`config.mk`:
```
export PLATFORM = sky130hd
export DESIGN_NAME = spi_bus_arb
export DESIGN_NICKNAME = d
export VERILOG_FILES = /design/src/rtl/spi_bus_arb.sv
export SDC_FILE = /design/constraint.sdc
export NUM_CORES = 1
export LEC_CHECK = 0
export BUFFER_PORTS_ARGS = -buffer_cell sky130_fd_sc_hd__buf_4
export CORE_MARGIN = 8
export CORE_UTILIZATION = 47
export DETAILED_ROUTE_END_ITERATION = 10
export PLACE_DENSITY_LB_ADDON = 0.3
export SYNTH_ARGS = -nofsm -noshare
export SYNTH_HDL_FRONTEND = slang
export SYNTH_SLANG_ARGS = --single-unit
```
`constraint.sdc`:
```
create_clock -name clk -period 2.5 [get_ports clk]
set_input_delay 0 -clock clk [delete_from_list [all_inputs] [get_ports clk]]
set_output_delay 0 -clock clk [all_outputs]
set_load 0.1 [all_outputs]
```
`src/rtl/spi_bus_arb.sv`:
```
// spi_bus_arb: shares one SPI_mnrch master between two clients.
// Client 0 is the inert_intf command stream. Client 1 is the A2D/battery or IR reader.
// The winner's 16-bit command is latched, and a single-cycle wrt is issued.
// The arbiter then waits for the SPI done, returns rd_data and a done pulse to the owner,
// and steers the shared SS_n to the owner's device select.
// Optional feature: define SPI_ARB_TIMEOUT_EN to abort a BUSY that lasts
// TIMEOUT_CYC cycles without spi_done (err pulse instead of done).
//
// Handshake: a client raises req[i] with cmd<i> stable and holds both until it
// sees done[i] (or err[i]) for one cycle; it may drop req in that same cycle.
// spi_wrt is a one-cycle strobe; spi_cmd is valid while it is high and stays
// stable until the next grant.
module spi_bus_arb #(
  parameter int TIMEOUT_CYC = 2047
) (
  input  logic        clk,
  input  logic        rst_n,
  input  logic [1:0]  req,
  input  logic [15:0] cmd0,
  input  logic [15:0] cmd1,
  output logic [1:0]  gnt,
  output logic [1:0]  done,
  output logic [15:0] rd_data,
  output logic [1:0]  err,
  output logic        spi_wrt,
  output logic [15:0] spi_cmd,
  input  logic        spi_done,
  input  logic [15:0] spi_rd_data,
  input  logic        spi_ss_n,
  output logic [1:0]  ss_n,
  output logic [1:0]  state_dbg
);

  localparam logic [1:0] IDLE    = 2'd0;
  localparam logic [1:0] ISSUE   = 2'd1;
  localparam logic [1:0] BUSY    = 2'd2;
  localparam logic [1:0] RELEASE = 2'd3;

  if (TIMEOUT_CYC < 1) begin : g_bad_timeout
    $error("spi_bus_arb: TIMEOUT_CYC must be at least 1");
  end

  logic [1:0]  state;
  logic [1:0]  own;       // one-hot owner, kept after RELEASE for ss_n routing
  logic        rr_ptr;    // client favoured when both request
  logic [15:0] cmd_q;
  logic        win;       // index of the client that wins in IDLE
  logic        owner_idx;

  assign owner_idx = own[1];

  // Pick the winner: a lone requester wins, a tie goes to rr_ptr.
  always_comb begin
    win = 1'b0;
    if (req == 2'b10)      win = 1'b1;
    else if (req == 2'b11) win = rr_ptr;
  end

`ifdef SPI_ARB_TIMEOUT_EN
  localparam int CW = $clog2(TIMEOUT_CYC + 1);
  logic [CW-1:0] to_cnt;
  logic [1:0]    err_q;
  logic          timeout_hit;

  // Fires on the TIMEOUT_CYC-th BUSY cycle; spi_done in that cycle takes priority.
  assign timeout_hit = (state == BUSY) && !spi_done && (to_cnt == CW'(TIMEOUT_CYC - 1));

  // Count BUSY cycles; cleared in ISSUE so every transaction starts at zero.
  always_ff @(posedge clk or negedge rst_n) begin
    if (!rst_n)              to_cnt <= '0;
    else if (state == ISSUE) to_cnt <= '0;
    else if (state == BUSY)  to_cnt <= to_cnt + CW'(1);
  end

  assign err = err_q;
`else
  assign err = 2'b00;
`endif

  // Main sequencer: grant, strobe wrt, wait for SPI completion, release.
  always_ff @(posedge clk or negedge rst_n) begin
    if (!rst_n) begin
      state   <= IDLE;
      own     <= 2'b00;
      rr_ptr  <= 1'b0;
      cmd_q   <= 16'h0000;
      spi_wrt <= 1'b0;
      done    <= 2'b00;
      rd_data <= 16'h0000;
`ifdef SPI_ARB_TIMEOUT_EN
      err_q   <= 2'b00;
`endif
    end else begin
      spi_wrt <= 1'b0;
      done    <= 2'b00;
`ifdef SPI_ARB_TIMEOUT_EN
      err_q   <= 2'b00;
`endif
      case (state)
        IDLE: begin
          if (|req) begin
            own   <= win ? 2'b10 : 2'b01;
            cmd_q <= win ? cmd1 : cmd0;
            state <= ISSUE;
          end
        end
        ISSUE: begin
          spi_wrt <= 1'b1;
          state   <= BUSY;
        end
        BUSY: begin
          if (spi_done) begin
            rd_data <= spi_rd_data;
            done    <= own;
            rr_ptr  <= ~owner_idx;
            state   <= RELEASE;
          end
`ifdef SPI_ARB_TIMEOUT_EN
          else if (timeout_hit) begin
            err_q  <= own;
            rr_ptr <= ~owner_idx;
            state  <= RELEASE;
          end
`endif
        end
        RELEASE: state <= IDLE;
        default: state <= IDLE;
      endcase
    end
  end

  assign gnt       = (state == IDLE) ? 2'b00 : own;
  assign spi_cmd   = cmd_q;
  assign ss_n      = {2{spi_ss_n}} | ~own;
  assign state_dbg = state;

endmodule

```
==> flow_summary.yaml <==
timing:
  grt_setup_unrepaired: "false"
  setup_viol: 0
  finalHoldViolations: 0
  skew_ns: 0.0107
  fmax_mhz: 421
  fin_tns_setup_ns: 0
  period_share: 0.951
  period_needed_ns: 2.38
  worst_pin_slew_ns: 0.757
  maxSlewHeadroom: 0.495
  drv_slew: 0
setup_path:
  crit_type: "flop to flop"
  r2r-start: "state_dbg[0]$_DFFE_PN0P_"
  arrival_ns: 2.67
  cp-start-kind: "flop"
  cp-startpoint: "state_dbg[0]$_DFFE_PN0P_"
  cp.required_ns: 2.80
  critPathMaxFanout: 17
  end_kind: "flop"
job:
  drv_cap: 0
global_routing:
  grt_pass1_vias: 1836
  grt_antenna_before_repair: 1
  grt_start_max_net_pins: 41
  grt-ovfl-total: 0
  grt_use_total: 0.201
  grt_pass1_wl_um: 9400
clock_tree:
  cts_buffers: 5
  root_buffer: "clkbuf_4"
  ctsHtreeMaxLevel: 2
  insertion_delay_ns: 0.35
  path_clk_slew_ns: 0.12
  cts_num_sinks: 40
  cts_tree: "done"
  cts_max_path_buffers: 2
routing:
  ant_nets: 0
  drc: 0
  drt_pass1_iterations: 4
  wirelength_um: 5740
  drtIter0Drc: 63
  viasPerCell: 5.03
  vias: 1590
  wl_per_cell_um: 18.2
synthesis:
  synth_fa_ha_area_frac: 0.0221
  yosysSeqAreaShare: 0.589
  synth_top_family_by_area: "compound AO/OA/AOI/OAI gates"
  ys_ff_latch: 40
  syn_inst: 121
  synthXorXnorAreaFrac: 0
  yosysWarnings: 0
  synth_simple_gate_area_share: 0.104
  synth_mux_area_frac: 0.113
  syn_avg_cell_area_sq_um: 14.0
  yosysUniqueCellTypes: 23
  syn_area_sq_mm: 0.00170
  synth_compound_area_frac: 0.132
die:
  fp-row-count: 22
  fp.dieW_um: 76.1
  die_h_um: 76.1
  io-pin-count: 97
  die_area_sq_mm: 0.00580
  initial_core_util: 0.475
  core_area_sq_mm: 0.00358
cells_and_area:
  syn2layout_area_growth_pct: 77.9
  nets: 324
  multi_input_area_sq_um: 644
  n_fill_cell: 191
  final_common_cell: "buf_4"
  drive_gt1_frac: 0.506
  final_cell_mix: "buf_4 (94), dlygate4sd3_1 (50), dfrtp_1 (40)"
  seqCellArea_sq_mm: 0.00100
place:
  place.gp.congestion: 0.765
  dp_hpwl_um: 3650
  portBuffers: 94
status:
  status: "completed"
min_path:
  holdCritPathClass: "input port to flop"
  min_from: "req[1]"
-- per-layer routing --
layer	up-vias	wire length (um)	track usage
met5	-	0	0
met4	0	97	0.0904
met1	782	1960	0.194
met2	74	3240	0.374
li1	725	-	-
met3	9	439	0.0684
-- cells by family (layout without fill, tap and decap cells) --
family	Yosys count	count (layout)
AO/OA/AOI/OAI	24	24
adder cells (fa/ha/maj)	3	3
buffers and inverters	9	154
flip-flops	40	40
multiplexers	17	17
other	1	3
AND/OR/NAND/NOR	27	27
-- synthesized netlist by cell type, drive strengths merged --
master,number,share of area
nand2,3,0.0081
mux2,17,0.11
a21oi,4,0.016
o22a,1,0.0059
and2,16,0.065
nor2,1,0.0022
a21o,2,0.010
a221o,16,0.094
buf,6,0.032
dfrtp,40,0.59
inv,3,0.0066
and3,2,0.0074
o21ai,1,0.0052
ha,3,0.022
nand2b,2,0.0074
conb,1,0.0022
and2b,2,0.010
nor2b,1,0.0037
-- worst max-delay path: stages, from the launching register on --
cell,delay (ns)
dfrtp_1,0.44
inv_1,0.11
ha_1,0.29
nand2_1,0.10
a21oi_2,0.57
a221o_1,0.26
dlygate4sd3_1,0.56
-- per-stage QoR --
step	hold WS, ns	setup slack (ns)	util	std cells	area [sq um]
detailed placement	0.000478	0.684	0.675	258	2410
global route	0.110	0.0146	0.845	316	3020
floorplan	-0.296	0.295	-	122	1700
finish	0.111	0.122	0.845	316	3020
global placement	-0.00667	0.824	0.675	258	2410
CTS	0.143	0.111	0.842	315	3010
-- area by class of cell --
class / instances / share of cell area
timing repair buffer: 144 / 0.399
sequential: 40 / 0.331
multi-input combinational: 73 / 0.213
clock inverter: 2 / 0.0199
tap: 48 / 0.0199
clock buffer: 5 / 0.0124
inverter: 3 / 0.00373
antenna: 1 / 0.000828
-- repair_timing --
action	in CTS	in global routing
buffers inserted	0	0
hold buffers	50	0
endpoints found under the setup margin	0	14
gates resized for setup	0	1
endpoints found under the hold margin	75	0
-- worst paths after layout --
check,cells after the start,slack (ns),endpoint
setup / recovery,6,0.12,spi_cmd[15]$_DFFE_PN0P_
hold / removal,3,0.11,own[0]$_DFFE_PN0P_
setup reg to reg,6,0.12,spi_cmd[15]$_DFFE_PN0P_
hold reg to reg,1,0.52,rd_data[2]$_DFFE_PN0P_
max in group asynchronous,2,2.00,spi_cmd[6]$_DFFE_PN0P_
min in group asynchronous,2,0.15,state_dbg[0]$_DFFE_PN0P_
-- sequential cells by signal (all words and copies together) (netlist names) --
| signal | flops |
|---|---|
| rd_data | 16 |
| spi_cmd | 16 |
| done | 2 |
| own | 2 |
| state_dbg | 2 |
| rr_ptr | 1 |
| spi_wrt | 1 |
Power is left out: the tool's default activity adds up to more than one toggle a clock period on the data nets, which glitch-free logic cannot reach.
